--- config.mk ---
export PLATFORM = sky130hd
export DESIGN_NAME = mdc_delay_switch
export DESIGN_NICKNAME = d
export VERILOG_FILES = /design/src/rtl/mdc_delay_switch.sv
export SDC_FILE = /design/constraint.sdc
export NUM_CORES = 1
export LEC_CHECK = 0
export CAP_MARGIN = 20
export CORE_UTILIZATION = 35
export CTS_CLUSTER_SIZE = 14
export DETAILED_ROUTE_END_ITERATION = 10
export MAX_ROUTING_LAYER = met4
export SLEW_MARGIN = 5
export SYNTH_ARGS = -nofsm -noshare
export SYNTH_HDL_FRONTEND = slang
export SYNTH_SLANG_ARGS = --single-unit
--- constraint.sdc ---
create_clock -name clk -period 13.8 [get_ports clk]
set_input_delay 2.76 -clock clk [delete_from_list [all_inputs] [get_ports clk]]
set_output_delay 2.76 -clock clk [all_outputs]
set_load 0.02 [all_outputs]
--- src/rtl/mdc_delay_switch.sv ---
// Delay-switch-delay reorder stage for the MDC FFT pipeline.
// Pairs samples DEPTH apart onto the same output cycle.
module mdc_delay_switch #(
  parameter int WIDTH = 9,
  parameter int DEPTH = 8
) (
  input  logic                    clk,
  input  logic                    rst,
  input  logic                    in_valid,
  input  logic                    frame_start,
  input  logic signed [WIDTH-1:0] inU_re,
  input  logic signed [WIDTH-1:0] inU_im,
  input  logic signed [WIDTH-1:0] inL_re,
  input  logic signed [WIDTH-1:0] inL_im,
  output logic                    out_valid,
  output logic signed [WIDTH-1:0] outU_re,
  output logic signed [WIDTH-1:0] outU_im,
  output logic signed [WIDTH-1:0] outL_re,
  output logic signed [WIDTH-1:0] outL_im
);

  localparam int CW = $clog2(2 * DEPTH);
  localparam int SB = $clog2(DEPTH);
  localparam int FW = $clog2(DEPTH + 1);
  localparam logic [FW-1:0] FULL = FW'(DEPTH);

  logic [CW-1:0] cnt;
  logic [CW-1:0] n;
  logic [FW-1:0] fill;
  logic          primed;
  logic          sel;

  logic signed [WIDTH-1:0] du_re [DEPTH];
  logic signed [WIDTH-1:0] du_im [DEPTH];
  logic signed [WIDTH-1:0] dl_re [DEPTH];
  logic signed [WIDTH-1:0] dl_im [DEPTH];

  logic signed [WIDTH-1:0] top_re, top_im;
  logic signed [WIDTH-1:0] bot_re, bot_im;

  always_comb begin
    n      = frame_start ? '0 : cnt;
    sel    = n[SB];
    primed = (fill == FULL);
    top_re = du_re[DEPTH-1];
    top_im = du_im[DEPTH-1];
    bot_re = inL_re;
    bot_im = inL_im;
    if (sel) begin
      top_re = inL_re;
      top_im = inL_im;
      bot_re = du_re[DEPTH-1];
      bot_im = du_im[DEPTH-1];
    end
  end

  // primed reflects fill before this sample, so the
  // frame_start sample itself may still emit a valid pair
  always_ff @(posedge clk or posedge rst) begin
    if (rst) begin
      cnt  <= '0;
      fill <= '0;
    end else if (in_valid) begin
      cnt <= n + CW'(1);
      if (frame_start)
        fill <= FW'(1);
      else if (!primed)
        fill <= fill + FW'(1);
    end
  end

  always_ff @(posedge clk or posedge rst) begin
    if (rst) begin
      for (int i = 0; i < DEPTH; i++) begin
        du_re[i] <= '0;
        du_im[i] <= '0;
        dl_re[i] <= '0;
        dl_im[i] <= '0;
      end
    end else if (in_valid) begin
      du_re[0] <= inU_re;
      du_im[0] <= inU_im;
      dl_re[0] <= bot_re;
      dl_im[0] <= bot_im;
      for (int i = 1; i < DEPTH; i++) begin
        du_re[i] <= du_re[i-1];
        du_im[i] <= du_im[i-1];
        dl_re[i] <= dl_re[i-1];
        dl_im[i] <= dl_im[i-1];
      end
    end
  end

  always_ff @(posedge clk or posedge rst) begin
    if (rst) begin
      out_valid <= 1'b0;
      outU_re   <= '0;
      outU_im   <= '0;
      outL_re   <= '0;
      outL_im   <= '0;
    end else begin
      out_valid <= in_valid && primed;
      if (in_valid) begin
        outU_re <= top_re;
        outU_im <= top_im;
        outL_re <= dl_re[DEPTH-1];
        outL_im <= dl_im[DEPTH-1];
      end
    end
  end

endmodule
==> impl_metrics.py, run 1 <==
metrics = {
    "status": {
        "status": "finished, violations left",
        "violations": "DRC",
    },
    "logic_synthesis": {
        "netlist_area_um2": 12800,
        "synth_cell_types": 27,
        "ys_seq_area_share_pct": 65.0,
        "synth_cells": 807,
        "syn_avg_cell_area_um2": 15.9,
        "yosys_warnings": 0,
        "syn-num-nets": 849,
        "synth_area_leader_cell": "dfrtp_1",
        "ys_ff_latch": 333,
        "synth_top_area_share_pct": 65.0,
        "yosys-top-cells-area": "dfrtp_1, mux2_2, mux2i_1, a21oi_1, nor2_1",
    },
    "detailed_routing": {
        "drt_iter0_markers": 309,
        "ant_nets": 0,
        "via_per_inst": 4.62,
        "wl_per_cell_um": 14.7,
        "finalWirelength_um": 20100,
        "dr.pass1.iters": 7,
        "vias": 6332,
        "drc": 6,
    },
    "power_and_ir_drop": {
        "power.density_nw_per_um2": 193,
        "ir_worst_vdd_mv": 0.0796,
        "power_mw": 2.93,
        "power.leakage_nw": 6.19,
    },
    "die": {
        "ios": 77,
        "die-area_um2": 37400,
        "core_area_um2": 35800,
        "rows": 69,
        "die_h_um": 193,
        "die_x_um": 193,
        "start_util_pct": 35.8,
    },
    "clock_tree": {
        "tritoncts": "built",
        "htree_levels": 2,
        "cts_setup_buffers": 0,
        "path_clk_slew_ns": 0.06,
        "hold_buffers": 0,
        "numCtsBuffers": 36,
        "cts_sinks": 333,
        "clk_path_buf_depth": 3,
        "clockRootBuffer": "clkbuf_16",
        "ctsResizeCount": 0,
        "clk_latency_ns": 0.51,
    },
    "setup_path": {
        "slowest_delay_ns": 0.72,
        "timing.reg2reg.setup_slack_ns": 12.10,
        "rr_endpoint": "outU_im[5]",
        "crit_type": "in -> reg",
        "worst-path-stages": 3,
        "r2r_cells": 4,
        "cp_num_buf_inv": 2,
        "critical-path-top-delay-family": "buffers and inverters",
        "critPathCapture": "dl_re[50]",
        "crit_chain": "buf_8 -> buf_12 -> mux2_2",
        "crit_slowest_cell": "buf_8",
        "cp_max_fo": 210,
        "worstSetupEndpointType": "register",
        "worstPathRequired_ns": 14.18,
        "start_kind": "input port",
        "cp.arrival_ns": 4.97,
        "cp-startpoint": "in_valid",
        "r2r_start": "cnt[3]",
    },
    "global_route": {
        "first_global_vias": 6650,
        "grt_usage_pct": 11.6,
        "grt_max_degree": 211,
        "grt_overflow": 0,
        "grt_pass1_wl_um": 35000,
        "antenna_found_initial": 2,
    },
    "sta": {
        "maxSlewHeadroom_pct": 22.9,
        "grt_setup_unrepaired": "no",
        "period_share_pct": 33.2,
        "tns_ns": 0,
        "tightest_slew_ns": 1.16,
        "setup_viol": 0,
        "slew_violations": 0,
        "period_needed_ns": 4.58,
        "skew_ns": 0.0194,
        "clock.fmax_ghz": 0.218,
        "final-hold-violation-count": 0,
        "layout_setup_ws_ns": 9.22,
    },
    "finish": {
        "final_cell_mix": "dfrtp_1, mux2_2, clkdlybuf4s50_1",
        "area_delta_synth_final_pct": 18.0,
        "nFillCells": 3216,
        "nets": 925,
        "final_util_pct": 42.3,
        "drive_gt1_share_pct": 39.3,
        "layout_commonest_cell": "dfrtp_1",
    },
    "placement": {
        "gp_congestion": 0.691,
        "port_buffers": 76,
        "dp_worst_setup_slack_ns": 7.87,
        "dpl.hpwl_um": 12000,
    },
    "min_path": {
        "min_path_type": "reg -> reg",
    },
    "run": {
        "drv_cap": 0,
    },
}
==> sequential cells by signal, summed over array words and instances (netlist names) <==
signal	cells
outL_im	9
fill	4
du_im	72
outL_re	9
dl_im	72
out_valid	1
du_re	72
cnt	4
outU_re	9
dl_re	72
outU_im	9
==> cell usage after synthesis <==
library cell / count
nand3_1: 2
and4b_1: 1
nand2b_2: 1
o21ba_2: 1
nand4bb_1: 1
a21oi_1: 37
dfrtp_1: 333
buf_12: 3
o21ai_0: 2
o2bb2ai_1: 2
buf_2: 25
a221o_1: 1
nor2b_2: 1
buf_4: 3
buf_6: 11
nor3_1: 2
nand2_1: 3
a22o_1: 1
o31ai_1: 2
a31oi_1: 1
mux2_2: 289
mux2i_1: 38
ha_1: 2
inv_1: 4
nor2_1: 37
clkbuf_1: 3
nor2b_1: 1
==> final cells by class <==
class	count	area, um2	share of cell area, %
repair buffers	83	871	5.75
diodes	2	5.00	0.0330
clock inverters	11	144	0.950
inverters	4	22.5	0.149
multi-input cells	425	4140	27.4
well taps	461	577	3.81
flip-flops and latches	333	8330	55.0
clock buffers	51	1050	6.92
==> report_power, final <==
group	switching (mW)	leakage (nW)	internal, mW
combinational	0.217	1.76	0.327
clock	0.369	0.586	0.586
sequential	0.158	3.84	1.27
==> per-layer routing <==
layer	wire, um	vias to the layer above	share of wire [%]	track usage, %
met2	8720	86	43	16.6
met1	10100	3184	50	16.4
met4	435	0	2.2	3.53
li1	-	3024	-	-
met3	881	38	4.4	2.68
met5	0	-	0	-
==> worst min path at each step <==
stage | from | endpoint | slack, ns | cells after the start
floorplan | fill[3] | fill[3] | 0.45 | 1
global placement | fill[3] | fill[3] | 0.47 | 1
detailed placement | fill[3] | fill[3] | 0.48 | 1
CTS | du_im[13] | du_im[4] | 0.49 | 1
global route | dl_re[58] | dl_re[58] | 0.51 | 1
finish | dl_im[51] | dl_im[42] | 0.49 | 1
==> cell families after synthesis <==
kind of cell / Yosys count / synth area share, %
buffers and inverters: 49 / 2.79
flip-flops: 333 / 65.0
adder cells (fa/ha/maj): 2 / 0.195
AND/OR/NAND/NOR: 49 / 1.68
multiplexers: 327 / 28.3
AO/OA/AOI/OAI: 47 / 2.05
==> metrics by stage <==
step | instances | cell area (um2) | hold slack [ns]
final | 1370 | 15100 | 0.494
after global routing | 1370 | 15100 | 0.512
after CTS | 1366 | 15100 | 0.493
after detailed placement | 1304 | 13900 | 0.484
after global placement | 1304 | 13900 | 0.468
after floorplan | 807 | 12800 | 0.446
No activity file was read; power rests on OpenSTA's default activity.
==> inputs of run 2 (changes only) <==
==> constraint.sdc (replaced) <==
create_clock -name clk -period 4.1 [get_ports clk]
set_input_delay 0.82 -clock clk [delete_from_list [all_inputs] [get_ports clk]]
set_output_delay 0.82 -clock clk [all_outputs]
set_load 0.02 [all_outputs]
==> run 2 against run 1 <==
The flow still finishes with violations (DRC). Utilization up 0.56 points. Non-clock buffer count up 11. Power rose to 3.4 times the previous value. Final area up 1.3%. Flip-flop and latch count unchanged. Die area unchanged. Hold slack worse by 0.0026 ns. Cell count up 0.80%. First-iteration DRC count up 16%. Combinational power rose to 3.4 times the previous value. Clock-buffer cell count up 1. Clock skew down 0.0087 ns.
==> impl_metrics.py, run 2 (synthesized netlist as in run 1, its figures left out) <==
metrics = {
    "detailed_routing": {
        "vias": 6440,
        "wl_met3_um": 717,
        "drt_iter0_markers": 357,
        "dr.pass1.iters": 9,
        "wl_met2_um": 8840,
        "ant_nets": 0,
        "via_per_inst": 4.66,
        "met1Wirelength_um": 9810,
        "dr.max_layer_used": "met4",
        "drc": 2,
        "finalWirelength_um": 20000,
        "wl_per_cell_um": 14.5,
    },
    "placement": {
        "port_buffers": 76,
        "dpl.cell_count": 1317,
        "dpl.hpwl_um": 12600,
        "gp_congestion": 0.809,
        "postPlaceCellArea_um2": 14000,
    },
    "finish": {
        "layout_commonest_cell": "dfrtp_1",
        "drive_gt1_share_pct": 40.3,
        "regArea_um2": 8330,
        "nets": 937,
        "final_cells": 1381,
        "multi_input_area_um2": 4140,
        "n_antenna_cell": 0,
        "area_delta_synth_final_pct": 19.6,
        "postLayoutCellArea_um2": 15300,
        "nFillCells": 3222,
        "final_cell_mix": "dfrtp_1, mux2_2, clkdlybuf4s50_1",
    },
    "clock_tree": {
        "clockRootBuffer": "clkbuf_16",
        "cts_setup_buffers": 0,
        "ctsResizeCount": 0,
        "hold_buffers": 0,
        "cts_sinks": 333,
        "numCtsBuffers": 37,
        "path_clk_slew_ns": 0.05,
        "tritoncts": "built",
        "clk_latency_ns": 0.51,
        "clk_path_buf_depth": 3,
        "htree_levels": 2,
    },
    "setup_path": {
        "worstPathRequired_ns": 3.28,
        "crit_slowest_cell": "clkdlybuf4s50_1",
        "critical-path-top-delay-family": "buffers and inverters",
        "r2r_cells": 4,
        "crit_type": "reg -> out",
        "cp_num_buf_inv": 1,
        "worstSetupEndpointType": "primary output",
        "slowest_delay_ns": 0.63,
        "cp_max_fo": 2,
        "cp.arrival_ns": 1.56,
        "start_kind": "register",
        "crit_chain": "clkdlybuf4s50_1",
        "worst-path-stages": 1,
    },
    "power_and_ir_drop": {
        "pwr-share-clk_pct": 34.2,
        "power.density_nw_per_um2": 657,
        "power_frac_seq_pct": 47.7,
        "power.net_switching_mw": 2.51,
        "power_mw": 10.1,
        "p_int_mw": 7.58,
        "swShare_pct": 24.9,
        "ir_worst_vdd_mv": 0.325,
        "p_comb_share_pct": 18.1,
        "power.leakage_nw": 6.29,
    },
    "die": {
        "ios": 77,
        "start_util_pct": 35.8,
        "die_h_um": 193,
        "die-area_um2": 37400,
        "rows": 69,
        "core_area_um2": 35800,
        "die_x_um": 193,
    },
    "sta": {
        "period_needed_ns": 2.38,
        "clock.fmax_ghz": 0.420,
        "tightest_slew_ns": 0.767,
        "final-hold-violation-count": 0,
        "maxSlewHeadroom_pct": 48.8,
        "setup_viol": 0,
        "skew_ns": 0.0107,
        "grt_setup_unrepaired": "no",
        "period_share_pct": 58.0,
        "slew_violations": 0,
    },
    "global_route": {
        "grt_max_degree": 98,
        "grt_usage_pct": 11.6,
        "grt_pass1_wl_um": 34900,
        "first_global_vias": 6621,
        "antenna_found_initial": 0,
        "grt_overflow": 0,
    },
    "status": {
        "status": "finished, violations left",
        "violations": "DRC",
    },
    "min_path": {
        "min_path_type": "reg -> reg",
        "min_path_cells": 1,
    },
    "run": {
        "drv_cap": 0,
    },
}
## run 2: cell count changes in the layout (fill, tap and decap cells not counted), moves of 2 or more
cell	delta
buf_12	+5
buf_16	-2
buf_4	+8
bufinv_16	+2
clkbuf_1	-2
clkbuf_16	+2
diode_2	-2
## run 2: per-stage QoR
stage	util, %	setup WS, ns	hold WS [ns]	TNS [ns]
after global placement	39.2	1.43	0.479	0
final	42.8	1.72	0.492	0
after global routing	42.8	1.63	0.508	0
after detailed placement	39.2	1.40	0.471	0
after CTS	42.8	1.63	0.485	0
after floorplan	-	-1.17	0.446	-389.15
## run 2: area by class of cell
class / instances / area share (%)
tap: 461 / 3.76
timing repair buffer: 94 / 6.36
clock inverter: 12 / 1.25
sequential: 333 / 54.3
clock buffer: 52 / 7.20
inverter: 4 / 0.122
multi-input combinational: 425 / 27.0
## run 2: power by group through the flow
stage / sequential, mW / combinational, mW / clock (mW)
final: 4.81 / 1.83 / 3.44
after global routing: 4.98 / 1.99 / 3.72
after CTS: 4.84 / 1.88 / 3.57
after detailed placement: 4.89 / 1.87 / 0
after global placement: 4.87 / 1.82 / 0
after floorplan: 4.89 / 1.16 / 0
## run 2: worst register-to-register path: stages, from the launching register on
cell and delay (ns):
dfrtp_1 0.37, nor2b_4 0.40, buf_4 0.40, mux2i_1 0.22
a21oi_1 0.08
## run 2: path summary, 6_finish.rpt
kind                            startpoint          to  slack [ns]
min in group asynchronous              rst     fill[1]        0.80
worst max register to register      cnt[3]  outU_im[7]        2.47
worst max-delay path            outL_im[1]  outL_im[1]        1.72
worst min-delay path               fill[3]     fill[3]        0.49
max in group asynchronous              rst   dl_re[39]        2.35
worst min register to register     fill[3]     fill[3]        0.49
## run 2: layer usage
metal / GRT usage (%) / vias to the layer above
met1: 15.8 / 3223
met3: 2.35 / 53
li1: - / 3064
met5: - / -
met2: 16.8 / 100
met4: 5.19 / 0
